**config.mk**
```make
export PLATFORM = sky130hd
export DESIGN_NAME = uart_8bit_tx_flat
export DESIGN_NICKNAME = d
export VERILOG_FILES = /design/src/rtl/uart_8bit_tx_if.sv /design/src/rtl/uart_8bit_tx.sv /design/src/flat_wrapper.sv
export SDC_FILE = /design/constraint.sdc
export NUM_CORES = 1
export LEC_CHECK = 0
export ABC_AREA = 1
export CAP_MARGIN = 20
export CELL_PAD_IN_SITES_DETAIL_PLACEMENT = 1
export CELL_PAD_IN_SITES_GLOBAL_PLACEMENT = 1
export CORE_ASPECT_RATIO = 1.4
export CORE_MARGIN = 5
export CORE_UTILIZATION = 30
export CTS_BUF_LIST = sky130_fd_sc_hd__clkbuf_4
export DETAILED_ROUTE_END_ITERATION = 8
export GPL_ROUTABILITY_DRIVEN = 0
export PLACE_DENSITY = 0.61
export SYNTH_ARGS = -nofsm -noshare
export SYNTH_HDL_FRONTEND = slang
export SYNTH_SLANG_ARGS = --single-unit
```
**constraint.sdc**
```tcl
create_clock -name clk -period 1.7 [get_ports clk]
set_clock_uncertainty 0.05 [all_clocks]
set_input_delay 0.425 -clock clk [delete_from_list [all_inputs] [get_ports clk]]
set_output_delay 0.425 -clock clk [all_outputs]
set_load 0.02 [all_outputs]
```
**src/rtl/uart_8bit_tx_if.sv**
```systemverilog
// Request/serial-line bundle for uart_8bit_tx: byte request in, serial line and status out.
// Handshake: a byte transfers on the rising edge where enviar (valid) and listo (ready) are both 1.
interface uart_8bit_tx_if;
  logic [7:0] Tx_reg;
  logic       enviar;
  logic       Tx_data;
  logic       listo;
  logic [2:0] estado;

  modport master (
    output Tx_reg,
    output enviar,
    input  Tx_data,
    input  listo,
    input  estado
  );

  modport slave (
    input  Tx_reg,
    input  enviar,
    output Tx_data,
    output listo,
    output estado
  );
endinterface

```
**src/rtl/uart_8bit_tx.sv**
```systemverilog
// 8-bit serial transmitter: low start, high start, 8 data bits MSB first, stop, optional idle gap.
// Macro UART_TX_GAP_EN enables the pausa state and the GAP_CLKS idle-high gap after the stop bit.
module uart_8bit_tx #(
  parameter int BIT_CLKS = 82,
  parameter int GAP_CLKS = 250
) (
  input  logic           clk,
  input  logic           reset,
  uart_8bit_tx_if.slave  bus
);

  typedef enum logic [2:0] {
    ESPERA = 3'b000,
    START0 = 3'b001,
    START1 = 3'b010,
    DATOS  = 3'b011,
    STOP   = 3'b100,
    PAUSA  = 3'b101
  } state_t;

  localparam logic [7:0] LP_CNT_LAST = 8'(BIT_CLKS - 1);

  if (BIT_CLKS < 2 || BIT_CLKS > 111) begin : g_bad_bit_clks
    $error("uart_8bit_tx: BIT_CLKS out of range 2..111");
  end
  if (GAP_CLKS < 1 || GAP_CLKS > 4095) begin : g_bad_gap_clks
    $error("uart_8bit_tx: GAP_CLKS out of range 1..4095");
  end

  state_t     r_state;
  logic [7:0] r_cnt;
  logic [2:0] r_idx;
  logic [7:0] r_shift;
  logic       r_tx;
  logic       r_listo;
`ifdef UART_TX_GAP_EN
  localparam logic [11:0] LP_GAP_LAST = 12'(GAP_CLKS - 1);
  logic [11:0] r_gap;
`endif

  logic w_bit_end;
  assign w_bit_end = (r_cnt == LP_CNT_LAST);

  // Tx_data and listo are assigned alongside each transition so they stay glitch-free flops.
  always_ff @(posedge clk) begin
    if (reset) begin
      r_state <= ESPERA;
      r_cnt   <= 8'd0;
      r_idx   <= 3'd0;
      r_shift <= 8'd0;
      r_tx    <= 1'b1;
      r_listo <= 1'b1;
`ifdef UART_TX_GAP_EN
      r_gap   <= 12'd0;
`endif
    end else begin
      case (r_state)
        ESPERA: begin
          r_tx    <= 1'b1;
          r_listo <= 1'b1;
          if (bus.enviar) begin
            r_shift <= bus.Tx_reg;
            r_cnt   <= 8'd0;
            r_state <= START0;
            r_tx    <= 1'b0;
            r_listo <= 1'b0;
          end
        end
        START0: begin
          if (w_bit_end) begin
            r_cnt   <= 8'd0;
            r_state <= START1;
            r_tx    <= 1'b1;
          end else begin
            r_cnt <= r_cnt + 8'd1;
          end
        end
        START1: begin
          if (w_bit_end) begin
            r_cnt   <= 8'd0;
            r_idx   <= 3'd0;
            r_state <= DATOS;
            r_tx    <= r_shift[7];
          end else begin
            r_cnt <= r_cnt + 8'd1;
          end
        end
        DATOS: begin
          if (w_bit_end) begin
            r_cnt   <= 8'd0;
            r_shift <= {r_shift[6:0], 1'b0};
            r_idx   <= r_idx + 3'd1;
            if (r_idx == 3'd7) begin
              r_state <= STOP;
              r_tx    <= 1'b1;
            end else begin
              r_tx <= r_shift[6];
            end
          end else begin
            r_cnt <= r_cnt + 8'd1;
          end
        end
        STOP: begin
          r_tx <= 1'b1;
          if (w_bit_end) begin
            r_cnt <= 8'd0;
`ifdef UART_TX_GAP_EN
            r_gap   <= 12'd0;
            r_state <= PAUSA;
`else
            r_state <= ESPERA;
            r_listo <= 1'b1;
`endif
          end else begin
            r_cnt <= r_cnt + 8'd1;
          end
        end
`ifdef UART_TX_GAP_EN
        PAUSA: begin
          r_tx <= 1'b1;
          if (r_gap == LP_GAP_LAST) begin
            r_gap   <= 12'd0;
            r_state <= ESPERA;
            r_listo <= 1'b1;
          end else begin
            r_gap <= r_gap + 12'd1;
          end
        end
`endif
        default: begin
          r_state <= ESPERA;
          r_cnt   <= 8'd0;
          r_tx    <= 1'b1;
          r_listo <= 1'b1;
        end
      endcase
    end
  end

  assign bus.Tx_data = r_tx;
  assign bus.listo   = r_listo;
  assign bus.estado  = r_state;

endmodule
```
**src/flat_wrapper.sv**
```systemverilog
// flat-port wrapper written by rule: the top's interface ports become plain ports
module uart_8bit_tx_flat 
#(
  parameter int BIT_CLKS = 82,
  parameter int GAP_CLKS = 250
)
  (clk, reset, bus_Tx_reg, bus_enviar, bus_Tx_data, bus_listo, bus_estado);
  uart_8bit_tx_if bus_i ();
  input  logic clk;
  input  logic reset;
  input wire logic [$bits(bus_i.Tx_reg)-1:0] bus_Tx_reg;
  input wire logic [$bits(bus_i.enviar)-1:0] bus_enviar;
  output wire logic [$bits(bus_i.Tx_data)-1:0] bus_Tx_data;
  output wire logic [$bits(bus_i.listo)-1:0] bus_listo;
  output wire logic [$bits(bus_i.estado)-1:0] bus_estado;
  assign bus_i.Tx_reg = bus_Tx_reg;
  assign bus_i.enviar = bus_enviar;
  assign bus_Tx_data = bus_i.Tx_data;
  assign bus_listo = bus_i.listo;
  assign bus_estado = bus_i.estado;
  uart_8bit_tx #(.BIT_CLKS(BIT_CLKS), .GAP_CLKS(GAP_CLKS)) u_core (.clk(clk), .reset(reset), .bus(bus_i));
endmodule
```
==> flow_summary.yaml, run 1 <==
global_route:
  grt_start_max_net_pins: 15
  grt_overflow_total: 0
  global_route.usage.total_pct: 13.7
  first_global_vias: 1446
  grt_pass1_wl_um: 6330
  antenna_violations_before_repair: 0
  grt_use_met2_pct: 27.4
  gr-usage-met3_pct: 1.51
  grt-busiest-layer: "met2"
  gr-usage-met1_pct: 14.7
finish:
  nFillCells: 568
  fin_nets: 236
  post_route_cells_drive_above_1_share_pct: 18.6
  layout_commonest_cell: "nand2_1"
  diodes: 0
  seqCellArea_um2: 480
  flow.area_growth_from_synthesis_pct: 25.3
  final_cell_mix: "57 x nand2_1, 24 x dfxtp_1, 19 x nor2_1"
  multiInputGateArea_um2: 761
pwr:
  total_power_of_the_final_layout_w: 0.00229
  net-switching-power_w: 0.000956
  cell_internal_pwr_w: 0.00133
  irDropWorstVdd_v: 0.000417
  combinationalPowerShare_pct: 48.1
  switching_share_pct: 41.8
  power_density_nw_per_um2: 1370
  clockPowerShare_pct: 18.9
  p_leak_nw: 0.744
  seq_power_share_pct: 33.0
setup_path:
  worstReg2RegEnd: "u_core.r_cnt[4]"
  critPathSlowestCell: "dfxtp_1"
  worstReg2RegStart: "u_core.r_cnt[1]"
  timing_worst_setup_path_type: "reg -> out"
  slowest_delay_ns: 0.44
  timing.critical_path.cells: "dlygate4sd2_1"
  worst_ep_required_time_ns: 1.22
  critical_path_peak_fanout: 4
  timing.critical_path.arrival_ns: 1.12
  critical-path-top-delay-family: "flip-flops"
  worstSetupStartpointType: "flop"
  rrSetupSlack_ns: 0.15
  r2r.worst_path.cells: 9
  crit_path_buffers_inverters: 1
  timing.critical_path.to_type: "output port"
synth:
  synth_async_sr_flop_share_pct: 0
  synthesis.area_um2: 1340
  synth_largest_area_cell: "dfxtp_1"
  syn_inst: 195
  synth_area_leaders: "dfxtp_1 36%, nand2_1 16%, nor2_1 5.3%"
  yosysTopAreaCellShare_pct: 36.0
  ys_types: 29
  ys_dominant_reg_cell: "dfxtp_1"
  synthesized_area_divided_by_synthesized_cell_count_um2: 6.85
  synth.net_count: 210
  ff_latch_count_synth: 24
  synth_seq_area_share_pct: 36.0
  synth_warnings: 0
  synth_enable_flop_cells: 0
clock_tree:
  cts-buffers-inserted: 3
  cts_tree: "done"
  clk-insertion-delay-late_ns: 0.33
  clock-sinks: 24
  post_cts.repair.setup_buffers: 0
  clock_tree.buffer_depth: 2
  htreeDepth: 1
  ctsHoldBuffers: 0
  clkSlewWorstSetupHoldPaths_ns: 0.14
  ctsRootBufferMaster: "clkbuf_4"
detailed_routing:
  viasPerCell: 4.66
  route.final.wire_length_um: 3570
  drt-pass1-iter-count: 4
  ant_nets: 0
  routed-via-count: 1305
  detail_route.wl_per_cell_um: 12.8
  drt_iter0_markers: 34
  drc_errors: 0
hold_path:
  timing.hold.worst.class: "reg -> reg"
  hold_path_depth: 2
  worstHoldEndpoint: "u_core.r_cnt[7]"
  worstHoldStart: "u_core.r_cnt[7]"
sta:
  period_share_pct: 93.9
  drv_slew: 0
  finalWorstPathRequiredPeriod_ns: 1.60
  hold_slack_ns: 0.445
  grt_setup_unrepaired: "yes"
  final-setup-viol-count: 0
  timing.max_slew.rel_slack_pct: 77.9
  hold_violations: 0
  tightestPinTransition_ns: 0.330
  maxClockFrequency_ghz: 0.627
floorplan:
  initial_core_util_pct: 31.3
  die_w_um: 66.4
  std_cell_rows: 28
  die_y_um: 89.0
  pin_count: 16
  coreArea_um2: 4270
  design.die.area_um2: 5910
flow_run:
  max_cap_viol_count: 0
placement:
  detailed_place_hpwl_um: 3000
  placement.io_buffers: 15
outcome:
  run_status: "complete, no violations"
registers in the layout (all words and copies together), names as in the netlist:
name	flops
u_core.bus.estado	3
u_core.r_cnt	8
u_core.r_shift	8
u_core.r_idx	3
u_core.bus.Tx_data	1
u_core.bus.listo	1
synth_stat cells (2+ instances only):
| cell | number |
|---|---|
| nand3_1 | 12 |
| inv_2 | 5 |
| nand3_4 | 2 |
| nor2_4 | 2 |
| dfxtp_1 | 24 |
| nor2_2 | 9 |
| ha_1 | 4 |
| inv_1 | 16 |
| xor2_1 | 2 |
| nand2_1 | 57 |
| o21ai_1 | 10 |
| or2_2 | 2 |
| o21ai_0 | 6 |
| nor2_1 | 19 |
| a21oi_1 | 9 |
| nor3_1 | 2 |
| clkbuf_1 | 2 |
what timing repair did:
action | 4_1_cts | 5_1_grt
hold endpoints to repair | 0 | 0
endpoints found under the setup margin | 5 | 4
pin swaps | 0 | 0
resized for setup | 5 | 2
kinds of logic after synthesis:
logic type,share of synthesized area [%]
flip-flops,36.0
AO/OA/AOI/OAI,11.1
XOR/XNOR,1.31
adder cells (fa/ha/maj),3.75
AND/OR/NAND/NOR,39.9
buffers and inverters,7.96
per-stage QoR:
step | area [um2] | utilization, % | setup slack, ns | setup TNS (ns) | cells
floorplan | 1340 | - | 0.252 | 0 | 195
global placement | 1620 | 37.8 | 0.0169 | 0 | 276
detailed placement | 1620 | 37.8 | 0.0177 | 0 | 276
CTS | 1660 | 38.9 | 0.0753 | 0 | 280
global route | 1670 | 39.2 | -0.00277 | -0.00277 | 280
finish | 1670 | 39.2 | 0.104 | 0 | 280
worst max path at each step:
stage / cells after the start / slack [ns] / to / from
3_3_place_gp: 8 / 0.02 / u_core.r_shift[6] / bus_enviar
5_1_grt: 9 / -0.003 / u_core.r_cnt[3] / u_core.r_cnt[1]
4_1_cts: 9 / 0.08 / u_core.r_cnt[4] / u_core.r_cnt[1]
2_1_floorplan: 8 / 0.25 / u_core.r_shift[1] / u_core.bus.estado[1]
6_report: 1 / 0.10 / bus_estado[2] / u_core.bus.estado[2]
3_5_place_dp: 8 / 0.02 / u_core.r_shift[2] / bus_enviar
routing by layer:
metal	part of all wire (%)	vias up
li1	-	668
met5	0	-
met3	1.3	4
met1	40	621
met4	1.1	0
met2	57	12
power groups by stage:
stage	clock network, W	logic [W]	registers [W]
finish	0.000433	0.00110	0.000755
global route	0.000468	0.00125	0.000772
CTS	0.000449	0.00110	0.000755
detailed placement	0	0.00113	0.000769
global placement	0	0.00110	0.000764
floorplan	0	0.000676	0.000827
final cells by class:
class	instances	area share, %
Clock buffer	3	1.35
Clock inverter	1	1.79
Inverter	23	5.61
Multi-Input combinational cell	145	45.4
Sequential cell	24	28.7
Tap cell	60	4.48
Timing Repair Buffer	24	12.6
worst reg2reg max path: cells and delay by family (launching register included):
| kind | cells | cell delay [ns] |
|---|---|---|
| adder cells (fa/ha/maj) | 1 | 0.14 |
| flip-flops | 1 | 0.35 |
| buffers and inverters | 1 | 0.08 |
| AND/OR/NAND/NOR | 6 | 0.64 |
| AO/OA/AOI/OAI | 1 | 0.19 |
Note: power is estimated with default switching activity, not from simulation.
==> inputs of run 2 (changes only) <==
--- a/config.mk
+++ b/config.mk
@@ -6,7 +6,6 @@
 export NUM_CORES = 1
 export LEC_CHECK = 0
 export ABC_AREA = 1
-export CAP_MARGIN = 20
 export CELL_PAD_IN_SITES_DETAIL_PLACEMENT = 1
 export CELL_PAD_IN_SITES_GLOBAL_PLACEMENT = 1
 export CORE_ASPECT_RATIO = 1.4
==> results of run 2 <==
Same layout as run 1: the final DEF is identical, and so are final timing and power.
==> inputs of run 3 (changes only) <==
--- a/config.mk
+++ b/config.mk
@@ -18,3 +18,4 @@
 export SYNTH_ARGS = -nofsm -noshare
 export SYNTH_HDL_FRONTEND = slang
 export SYNTH_SLANG_ARGS = --single-unit
+export TNS_END_PERCENT = 30
==> flow_summary.yaml, run 3 (synthesized netlist as in run 1, its figures left out) <==
clock_tree:
  cts_tree: "done"
  cts-buffers-inserted: 3
  clkSlewWorstSetupHoldPaths_ns: 0.14
  clock_tree.buffer_depth: 2
  clock-sinks: 24
  ctsRootBufferMaster: "clkbuf_4"
  clk-insertion-delay-late_ns: 0.33
  ctsHoldBuffers: 0
  htreeDepth: 1
pwr:
  net-switching-power_w: 0.000956
  clockPowerShare_pct: 18.9
  cell_internal_pwr_w: 0.00133
  power_density_nw_per_um2: 1370
  seq_power_share_pct: 33.0
  total_power_of_the_final_layout_w: 0.00229
  p_leak_nw: 0.744
  switching_share_pct: 41.8
  irDropWorstVdd_v: 0.000417
  combinationalPowerShare_pct: 48.1
finish:
  final_cell_mix: "57 x nand2_1, 24 x dfxtp_1, 19 x nor2_1"
  fin_nets: 236
  fin_cells: 280
  flow.area_growth_from_synthesis_pct: 25.3
  post_route_cells_drive_above_1_share_pct: 18.6
  diodes: 0
  top_regs: "u_core.r_cnt (8), u_core.r_shift (8)"
  post-route-util_pct: 39.2
  layout_commonest_cell: "nand2_1"
flow_run:
  max_cap_viol_count: 0
setup_path:
  crit_path_buffers_inverters: 1
  critical_path_peak_fanout: 4
  critical-path-top-delay-family: "flip-flops"
  timing_worst_setup_path_type: "reg -> out"
  timing.critical_path.cells: "dlygate4sd2_1"
  worst_ep_required_time_ns: 1.22
  worstSetupStartpointType: "flop"
  slowest_delay_ns: 0.44
  critPathSlowestCell: "dfxtp_1"
  timing.critical_path.arrival_ns: 1.12
  timing.critical_path.to_type: "output port"
detailed_routing:
  ant_nets: 0
  routed-via-count: 1303
  drt_iter0_markers: 36
  drt-pass1-iter-count: 4
  route.final.wire_length_um: 3570
  viasPerCell: 4.65
  detail_route.wl_per_cell_um: 12.7
  drc_errors: 0
floorplan:
  die_y_um: 89.0
  design.die.area_um2: 5910
  std_cell_rows: 28
  coreArea_um2: 4270
  initial_core_util_pct: 31.3
  pin_count: 16
  die_w_um: 66.4
global_route:
  grt_overflow_total: 0
  global_route.usage.total_pct: 13.7
  first_global_vias: 1446
  grt_pass1_wl_um: 6330
  grt_start_max_net_pins: 15
  antenna_violations_before_repair: 0
sta:
  maxClockFrequency_ghz: 0.627
  drv_slew: 0
  grt_setup_unrepaired: "yes"
  hold_violations: 0
  final-setup-viol-count: 0
  period_share_pct: 93.9
  tightestPinTransition_ns: 0.330
  timing.max_slew.rel_slack_pct: 77.9
  finalWorstPathRequiredPeriod_ns: 1.60
placement:
  dp_cells: 276
  placement.io_buffers: 15
  detailed_place_hpwl_um: 3000
outcome:
  run_status: "complete, no violations"
hold_path:
  timing.hold.worst.class: "reg -> reg"
==> run 3: area by class of cell <==
class	instances	area, um2
fillers	568	2600
repair buffers	24	211
multi-input cells	145	761
clock buffers	3	22.5
well taps	60	75.1
clock inverters	1	30.0
inverters	23	93.8
flip-flops and latches	24	480
==> run 3: repair_timing <==
action / in CTS / in global routing
gates resized for setup: 5 / 2
setup endpoints to repair: 5 / 4
buffers inserted: 0 / 0
==> run 3: through the flow <==
step                      hold WS [ns]  setup TNS (ns)  setup WS [ns]  instance area [um2]
final                            0.445               0          0.104                 1670
after global routing             0.465        -0.00277       -0.00277                 1670
after CTS                        0.447               0         0.0753                 1660
after detailed placement         0.425               0         0.0177                 1620
after global placement           0.413               0         0.0169                 1620
after floorplan                  0.407               0          0.252                 1340
==> run 3: routing by layer <==
metal / track usage [%] / share of wire (%)
met4: 4.44 / 1.1
met5: 0 / 0
met1: 14.7 / 40
met2: 27.4 / 57
met3: 1.51 / 1.3
==> run 3: worst paths after layout <==
kind	startpoint	to	slack, ns	cells after the start
worst max-delay path	u_core.bus.estado[2]	bus_estado[2]	0.10	1
worst min-delay path	u_core.r_cnt[7]	u_core.r_cnt[7]	0.44	2
worst max register to register	u_core.r_cnt[1]	u_core.r_cnt[4]	0.15	9
worst min register to register	u_core.r_cnt[7]	u_core.r_cnt[7]	0.44	2
==> run 3: power groups by stage <==
stage | Sequential, W | Combinational (W) | Clock, W
final | 0.000755 | 0.00110 | 0.000433
after global routing | 0.000772 | 0.00125 | 0.000468
after CTS | 0.000755 | 0.00110 | 0.000449
after detailed placement | 0.000769 | 0.00113 | 0
after global placement | 0.000764 | 0.00110 | 0
after floorplan | 0.000827 | 0.000676 | 0
